<file path="src/rtl/ex_mul_div_pkg.sv">
// Shared types, function codes and helpers for the EX-stage multiply/divide unit.
package ex_mul_div_pkg;

    typedef logic [31:0] data_bus_t;
    typedef logic [5:0]  funct_bus_t;
    typedef logic [63:0] double_data_bus_t;

    localparam funct_bus_t FUNCT_MULT  = 6'h18;
    localparam funct_bus_t FUNCT_MULTU = 6'h19;
    localparam funct_bus_t FUNCT_DIV   = 6'h1A;
    localparam funct_bus_t FUNCT_DIVU  = 6'h1B;

    function automatic logic is_muldiv(input funct_bus_t f);
        return (f == FUNCT_MULT) || (f == FUNCT_MULTU) ||
               (f == FUNCT_DIV)  || (f == FUNCT_DIVU);
    endfunction

    function automatic data_bus_t neg_if(input logic neg, input data_bus_t v);
        return neg ? (32'd0 - v) : v;
    endfunction

endpackage

</file>
<file path="src/rtl/ex_mul_div_if.sv">
// EX-stage request/result bundle between the pipeline (master) and the mul/div unit (slave).
interface ex_mul_div_if;

    logic                         flush;
    logic                         start;
    ex_mul_div_pkg::funct_bus_t   funct;
    ex_mul_div_pkg::data_bus_t    operand_1;
    ex_mul_div_pkg::data_bus_t    operand_2;
    logic                         busy;
    logic                         done;
    ex_mul_div_pkg::data_bus_t    hi;
    ex_mul_div_pkg::data_bus_t    lo;

    modport master (
        output flush, start, funct, operand_1, operand_2,
        input  busy, done, hi, lo
    );

    modport slave (
        input  flush, start, funct, operand_1, operand_2,
        output busy, done, hi, lo
    );

endinterface

</file>
<file path="src/rtl/ex_mul_div_div_core.sv">
// 32-step radix-2 restoring divider on unsigned magnitudes; one quotient bit per step.
module ex_mul_div_div_core
    import ex_mul_div_pkg::*;
(
    input  logic      clk,
    input  logic      rst,
    input  logic      start,
    input  logic      step,
    input  data_bus_t dividend,
    input  data_bus_t divisor,
    output data_bus_t quotient,
    output data_bus_t remainder,
    output logic      fin
);

    logic [5:0]  cnt_q, cnt_d;
    data_bus_t   rem_q, rem_d;
    data_bus_t   dvd_q, dvd_d;
    data_bus_t   dsr_q, dsr_d;
    data_bus_t   quo_q, quo_d;
    logic [32:0] shifted_s;
    logic [33:0] diff_s;

    // Next-state for one restoring step, or a fresh load on start.
    always_comb begin
        cnt_d     = cnt_q;
        rem_d     = rem_q;
        dvd_d     = dvd_q;
        dsr_d     = dsr_q;
        quo_d     = quo_q;
        shifted_s = {rem_q, dvd_q[31]};
        diff_s    = {1'b0, shifted_s} - {2'b00, dsr_q};
        if (start) begin
            cnt_d = 6'd0;
            rem_d = 32'd0;
            dvd_d = dividend;
            dsr_d = divisor;
            quo_d = 32'd0;
        end else if (step) begin
            dvd_d = {dvd_q[30:0], 1'b0};
            cnt_d = cnt_q + 6'd1;
            // A borrow means the divisor did not fit: restore (keep the shifted value).
            if (diff_s[33]) begin
                rem_d = shifted_s[31:0];
                quo_d = {quo_q[30:0], 1'b0};
            end else begin
                rem_d = diff_s[31:0];
                quo_d = {quo_q[30:0], 1'b1};
            end
        end else begin
            cnt_d = cnt_q;
        end
    end

    // Divider state registers.
    always_ff @(posedge clk) begin
        if (!rst) begin
            cnt_q <= 6'd0;
            rem_q <= 32'd0;
            dvd_q <= 32'd0;
            dsr_q <= 32'd0;
            quo_q <= 32'd0;
        end else begin
            cnt_q <= cnt_d;
            rem_q <= rem_d;
            dvd_q <= dvd_d;
            dsr_q <= dsr_d;
            quo_q <= quo_d;
        end
    end

    assign fin       = step & (cnt_q == 6'd31);
    assign quotient  = quo_q;
    assign remainder = rem_q;

endmodule

</file>
<file path="src/rtl/ex_mul_div.sv">
// EX-stage iterative multiply/divide: 2-cycle multiply, 34-cycle restoring divide, HI/LO result.
module ex_mul_div
    import ex_mul_div_pkg::*;
#(
    parameter int DATA_WIDTH = 32
) (
    input  logic          clk,
    input  logic          rst,
    ex_mul_div_if.slave   bus
);

    typedef enum logic [2:0] {
        S_IDLE = 3'd0,
        S_MUL  = 3'd1,
        S_DIV  = 3'd2,
        S_FIX  = 3'd3,
        S_DONE = 3'd4
    } state_e;

    state_e                  state_q, state_d;
    logic                    done_q, done_d;
    logic [DATA_WIDTH-1:0]   hi_q, hi_d, lo_q, lo_d;
    logic [DATA_WIDTH-1:0]   op1_q, op1_d, op2_q, op2_d;
    logic                    signed_q, signed_d;
    logic                    neg_quo_q, neg_quo_d;
    logic                    neg_rem_q, neg_rem_d;

    logic                    core_start_s, core_step_s, core_fin_s;
    data_bus_t               core_quo_s, core_rem_s;
    data_bus_t               abs_1_s, abs_2_s;
    logic                    sign_1_s, sign_2_s, op_signed_s;
    double_data_bus_t        mul_a_s, mul_b_s, product_s;

    ex_mul_div_div_core u_div_core (
        .clk       (clk),
        .rst       (rst),
        .start     (core_start_s),
        .step      (core_step_s),
        .dividend  (abs_1_s),
        .divisor   (abs_2_s),
        .quotient  (core_quo_s),
        .remainder (core_rem_s),
        .fin       (core_fin_s)
    );

    // Sign extension to 64 bits makes one unsigned multiply exact for both MULT and MULTU.
    always_comb begin
        op_signed_s = (bus.funct == FUNCT_MULT) || (bus.funct == FUNCT_DIV);
        sign_1_s    = op_signed_s & bus.operand_1[31];
        sign_2_s    = op_signed_s & bus.operand_2[31];
        abs_1_s     = neg_if(sign_1_s, bus.operand_1);
        abs_2_s     = neg_if(sign_2_s, bus.operand_2);
        mul_a_s     = {{32{signed_q & op1_q[31]}}, op1_q};
        mul_b_s     = {{32{signed_q & op2_q[31]}}, op2_q};
        product_s   = mul_a_s * mul_b_s;
    end

    // Control FSM: next state, operand capture and result formation.
    always_comb begin
        state_d      = state_q;
        done_d       = 1'b0;
        hi_d         = hi_q;
        lo_d         = lo_q;
        op1_d        = op1_q;
        op2_d        = op2_q;
        signed_d     = signed_q;
        neg_quo_d    = neg_quo_q;
        neg_rem_d    = neg_rem_q;
        core_start_s = 1'b0;
        core_step_s  = 1'b0;
        case (state_q)
            S_IDLE: begin
                if (bus.flush) begin
                    state_d = S_IDLE;
                end else if (bus.start && is_muldiv(bus.funct)) begin
                    op1_d     = bus.operand_1;
                    op2_d     = bus.operand_2;
                    signed_d  = op_signed_s;
                    neg_quo_d = sign_1_s ^ sign_2_s;
                    neg_rem_d = sign_1_s;
                    if ((bus.funct == FUNCT_DIV) || (bus.funct == FUNCT_DIVU)) begin
                        core_start_s = 1'b1;
                        state_d      = S_DIV;
                    end else begin
                        state_d = S_MUL;
                    end
                end else begin
                    state_d = S_IDLE;
                end
            end
            S_MUL: begin
                if (bus.flush) begin
                    state_d = S_IDLE;
                end else begin
                    {hi_d, lo_d} = product_s;
                    done_d       = 1'b1;
                    state_d      = S_DONE;
                end
            end
            S_DIV: begin
                if (bus.flush) begin
                    state_d = S_IDLE;
                end else begin
                    core_step_s = 1'b1;
                    if (core_fin_s) begin
                        state_d = S_FIX;
                    end else begin
                        state_d = S_DIV;
                    end
                end
            end
            S_FIX: begin
                if (bus.flush) begin
                    state_d = S_IDLE;
                end else begin
                    // Divide by zero returns all-ones quotient and the untouched dividend.
                    if (op2_q == 32'd0) begin
                        lo_d = 32'hFFFF_FFFF;
                        hi_d = op1_q;
                    end else begin
                        lo_d = neg_if(neg_quo_q, core_quo_s);
                        hi_d = neg_if(neg_rem_q, core_rem_s);
                    end
                    done_d  = 1'b1;
                    state_d = S_DONE;
                end
            end
            S_DONE: begin
                state_d = S_IDLE;
            end
            default: begin
                state_d = S_IDLE;
            end
        endcase
    end

    // State and result registers.
    always_ff @(posedge clk) begin
        if (!rst) begin
            state_q   <= S_IDLE;
            done_q    <= 1'b0;
            hi_q      <= 32'd0;
            lo_q      <= 32'd0;
            op1_q     <= 32'd0;
            op2_q     <= 32'd0;
            signed_q  <= 1'b0;
            neg_quo_q <= 1'b0;
            neg_rem_q <= 1'b0;
        end else begin
            state_q   <= state_d;
            done_q    <= done_d;
            hi_q      <= hi_d;
            lo_q      <= lo_d;
            op1_q     <= op1_d;
            op2_q     <= op2_d;
            signed_q  <= signed_d;
            neg_quo_q <= neg_quo_d;
            neg_rem_q <= neg_rem_d;
        end
    end

    assign bus.busy = bus.start & is_muldiv(bus.funct) & (state_q != S_DONE) & rst;
    assign bus.done = done_q;
    assign bus.hi   = hi_q;
    assign bus.lo   = lo_q;

endmodule
</file>
<file path="src/flat_wrapper.sv">
// flat-port wrapper written by rule: the top's interface ports become plain ports
module ex_mul_div_flat import ex_mul_div_pkg::*;
#(
    parameter int DATA_WIDTH = 32
)
  (clk, rst, bus_flush, bus_start, bus_funct, bus_operand_1, bus_operand_2, bus_busy, bus_done, bus_hi, bus_lo);
  ex_mul_div_if bus_i ();
  input  logic clk;
  input  logic rst;
  input wire logic [$bits(bus_i.flush)-1:0] bus_flush;
  input wire logic [$bits(bus_i.start)-1:0] bus_start;
  input wire logic [$bits(bus_i.funct)-1:0] bus_funct;
  input wire logic [$bits(bus_i.operand_1)-1:0] bus_operand_1;
  input wire logic [$bits(bus_i.operand_2)-1:0] bus_operand_2;
  output wire logic [$bits(bus_i.busy)-1:0] bus_busy;
  output wire logic [$bits(bus_i.done)-1:0] bus_done;
  output wire logic [$bits(bus_i.hi)-1:0] bus_hi;
  output wire logic [$bits(bus_i.lo)-1:0] bus_lo;
  assign bus_i.flush = bus_flush;
  assign bus_i.start = bus_start;
  assign bus_i.funct = bus_funct;
  assign bus_i.operand_1 = bus_operand_1;
  assign bus_i.operand_2 = bus_operand_2;
  assign bus_busy = bus_i.busy;
  assign bus_done = bus_i.done;
  assign bus_hi = bus_i.hi;
  assign bus_lo = bus_i.lo;
  ex_mul_div #(.DATA_WIDTH(DATA_WIDTH)) u_core (.clk(clk), .rst(rst), .bus(bus_i));
endmodule
</file>
<file path="config.mk">
export PLATFORM = sky130hd
export DESIGN_NAME = ex_mul_div_flat
export DESIGN_NICKNAME = d
export VERILOG_FILES = /design/src/rtl/ex_mul_div_pkg.sv /design/src/rtl/ex_mul_div_if.sv /design/src/rtl/ex_mul_div_div_core.sv /design/src/rtl/ex_mul_div.sv /design/src/flat_wrapper.sv
export SDC_FILE = /design/constraint.sdc
export NUM_CORES = 2
export LEC_CHECK = 0
export CAP_MARGIN = 5
export CORE_UTILIZATION = 66
export DETAILED_ROUTE_END_ITERATION = 10
export PLACE_DENSITY = 0.84
export SLEW_MARGIN = 20
export SYNTH_ARGS = -nofsm -noshare
export SYNTH_HDL_FRONTEND = slang
export SYNTH_SLANG_ARGS = --single-unit
export TNS_END_PERCENT = 20
</file>
<file path="constraint.sdc">
create_clock -name clk -period 10.76 [get_ports clk]
set_input_delay 2.69 -clock clk [delete_from_list [all_inputs] [get_ports clk]]
set_output_delay 2.69 -clock clk [all_outputs]
set_load 0.05 [all_outputs]
</file>
==> impl_metrics.json <==
{
  "start_util_pct": 66.9,
  "die_area_um2": 81500,
  "area_growth_pct": 5.44,
  "slew_headroom_pct": 20.2,
  "viasPerCell": 6.04,
  "grt_pass1_vias": 44684,
  "antenna_left": 0,
  "cts_setup_buffers": 0,
  "max-cap-violations": 0,
  "synth_top_cell_by_area": "fa_1",
  "worstMarginPinSlew_ps": 1200,
  "route.detailed.drc": 0,
  "synth_cell_types": 81,
  "ys_warn_count": 0,
  "peakVddDrop_mv": 0.109,
  "required_ps": 11190,
  "swShare_pct": 25.5,
  "r2r_start": "u_core.signed_q$_SDFFE_PN0P_",
  "p_sw_mw": 0.561,
  "final_cells": 7091,
  "synth_top_cell_area_share_pct": 42.5,
  "dr_wl_met2_um": 70800,
  "fin_crit_ps": 8910,
  "multiInputGateArea_um2": 41800,
  "comb_power_share_pct": 7.3,
  "crit_start": "u_core.signed_q$_SDFFE_PN0P_",
  "ff_latch_area_um2": 5390,
  "fmax_mhz": 112,
  "worstSkewPairLatency_ps": 580,
  "portBuffers": 139,
  "yosys-top-cells-area": "fa_1 (43%), dfxtp_1 (10%), nand2_1 (8.3%), inv_1 (8.2%), ha_1 (5.9%)",
  "io_pins": 140,
  "synth_area_um2": 53000,
  "cts_max_level": 1,
  "place_inst": 7038,
  "ctsResizeCount": 0,
  "grt.overflow.total": 0,
  "p_total_mw": 2.20,
  "drt_iter0_drc": 4353,
  "clk_pin_slew_ps": 60,
  "clock_power_share_pct": 46.9,
  "hold_viol": 0,
  "cp_max_fo": 13,
  "synth_cells": 6159,
  "cts_inserted_buffers": 28,
  "route.detailed.wl_per_inst_um": 20.9,
  "wl_um": 148000,
  "root_buffer": "clkbuf_16",
  "min_path_type": "reg2reg",
  "drive_above_1_share_pct": 3.39,
  "core_area_um2": 79300,
  "syn_nets": 7608,
  "status": "completed",
  "p_int_mw": 1.63,
  "seq_area_frac_synth_pct": 10.2,
  "dieHeight_um": 285,
  "num_rows": 103,
  "cts_sinks": 269,
  "antenna_found_initial": 6,
  "grt_pass1_wl_um": 239000,
  "rsz0062_at_grt": "no",
  "powerDensity_nw_per_um2": 39.3,
  "p_seq_share_pct": 45.7,
  "r2r_slack_ps": 1850,
  "track_usage_pct": 37.5,
  "slew_violations": 0,
  "final_util_pct": 70.6,
  "arrival_ps": 9350,
  "fin_nets": 7467,
  "fin_crit_sh_pct": 82.8,
  "async_flop_share_pct": 0,
  "wl_met1_um": 52700,
  "yosys_most_used_dff": "dfxtp_1",
  "top_layer": "met5",
  "endpoint_kind": "flop",
  "synth-edff-count": 0,
  "cts_tree": "yes",
  "vias": 42846,
  "clockBufferDepth": 3,
  "n_fill_cell": 5893,
  "setup_viol": 0,
  "synth_seq_cells": 269,
  "clock_skew_ps": 22.1,
  "place.gp.congestion": 0.975,
  "critPathKind": "reg2reg",
  "postSynthAreaPerCell_um2": 8.61,
  "fin_setup_tns_ps": 0,
  "grt_max_degree": 94,
  "dp_hpwl_um": 117000,
  "dr_wl_met3_um": 15300,
  "worstHoldStart": "u_core.bus.lo[6]$_SDFFE_PN0P_",
  "first_pass_iters": 6,
  "startpoint_type": "flop",
  "cellLeakagePower_nw": 26.6,
  "die_w_um": 285,
  "ctsHoldBuffers": 0
}
cell usage after synthesis (all sizes together) (32+ instances only):
cell type and n:
a21boi 97, a21o 41, a21oi 169, a31oi 45
and2 372, clkbuf 384, dfxtp 269, fa 1126
ha 249, inv 1164, nand2 1174, nand3 76
nor2 131, nor3 39, o211a 55, o211ai 32
o21ai 164, xnor2 112, xor2 98
sequential cells by signal, indices dropped and copies added (netlist names), 6 cells and up:
| register | cells |
|---|---|
| u_core.u_div_core.dvd_q | 32 |
| u_core.bus.lo | 32 |
| u_core.bus.hi | 32 |
| u_core.u_div_core.dsr_q | 32 |
| u_core.u_div_core.remainder | 32 |
| u_core.u_div_core.cnt_q | 6 |
| u_core.u_div_core.quotient | 32 |
| u_core.op2_q | 32 |
| u_core.op1_q | 32 |
cells in the final DEF, fill, tap and decap left out, drive strengths merged, types with 7 or more instances in the layout:
master,synthesis,routed
o41ai,13,13
o211ai,32,32
o221ai,31,31
o22ai,7,7
inv,1164,1165
and3,31,31
nand3,76,76
clkbuf,384,36
xnor2,112,112
ha,249,249
xor2,98,98
clkdlybuf4s50,0,138
o211a,55,55
fa,1126,1126
a31oi,45,45
o21bai,17,17
nand2,1174,1174
or2,17,17
nor2,131,131
or4,12,12
o21a,12,12
o21ai,164,164
a41oi,9,9
or3,16,16
a21boi,97,97
o311a,7,7
nand4,17,17
clkinv,0,7
a21o,41,41
and2,372,372
buf,20,95
nor2b,16,16
dfxtp,269,269
nor4,19,19
a21oi,169,169
nand2b,19,19
nor3,39,39
nor3b,9,9
a211oi,19,19
o31ai,25,25
through the flow:
| step | setup slack [ps] | hold slack (ps) | instance area [um^2] |
|---|---|---|---|
| after floorplan | 2740 | 447 | 53000 |
| after global placement | 2030 | 451 | 54900 |
| after detailed placement | 1960 | 456 | 54900 |
| after CTS | 1920 | 466 | 55900 |
| after global routing | 1470 | 489 | 55900 |
| final | 1850 | 463 | 55900 |
kinds of logic (layout without fill, tap and decap cells):
group	count (synthesis)	after routing	share of synthesized area, %
AOI/OAI and AO/OA	770	770	9.79
xor gates and xnor gates	210	210	3.47
muxes	4	4	0.0779
other	0	1	0
buffers and inverters	1568	1449	11.1
adders and majority gates	1375	1375	48.4
DFF	269	269	10.2
and+or+nand+nor	1963	1963	17.0
critical path: stages (launching register included):
cell and delay (ps):
dfxtp_1 330, and2_1 610, nand2_1 190, inv_1 160
fa_1 480, fa_1 630, fa_2 520, inv_1 430
fa_1 510, inv_1 90, fa_1 440, fa_1 500
fa_1 510, inv_1 50, fa_1 480, inv_1 40
ha_1 360, a21o_1 210, o21bai_1 170, a311o_1 400
nor4_1 280, a21oi_1 120, a41o_1 330, a211oi_1 290
o21bai_1 130, xnor2_1 370, a21oi_1 130
layout make-up:
| cell class | instances | area share [%] |
|---|---|---|
| Inverter | 1164 | 7.81 |
| Clock inverter | 16 | 0.271 |
| Antenna cell | 1 | 0.00447 |
| Clock buffer | 36 | 1.45 |
| Multi-Input combinational cell | 4322 | 74.7 |
| Timing Repair Buffer | 233 | 3.75 |
| Sequential cell | 269 | 9.64 |
| Tap cell | 1050 | 2.35 |
power by group through the flow:
stage               registers (mW)  clock network (mW)  logic (mW)
CTS                           1.00                1.03       0.156
global placement              1.03                   0       0.154
floorplan                     1.02                   0      0.0777
finish                        1.00                1.03       0.161
global route                  1.00                1.07       0.168
detailed placement            1.03                   0       0.155
metal layers:
metal | GRT usage [%] | vias up
met5 | 0 | -
met4 | 19.7 | 6
met3 | 6.62 | 535
met2 | 61.1 | 2418
met1 | 48.0 | 21470
li1 | - | 18417
path summary, 6_finish.rpt:
path / endpoint / cells after the start
min reg2reg: u_core.bus.lo[6]$_SDFFE_PN0P_ / 2
max: u_core.bus.hi[29]$_SDFFE_PN0P_ / 26
min: u_core.bus.lo[6]$_SDFFE_PN0P_ / 2
max reg2reg: u_core.bus.hi[29]$_SDFFE_PN0P_ / 26
Note: power is estimated with default switching activity, not from simulation.
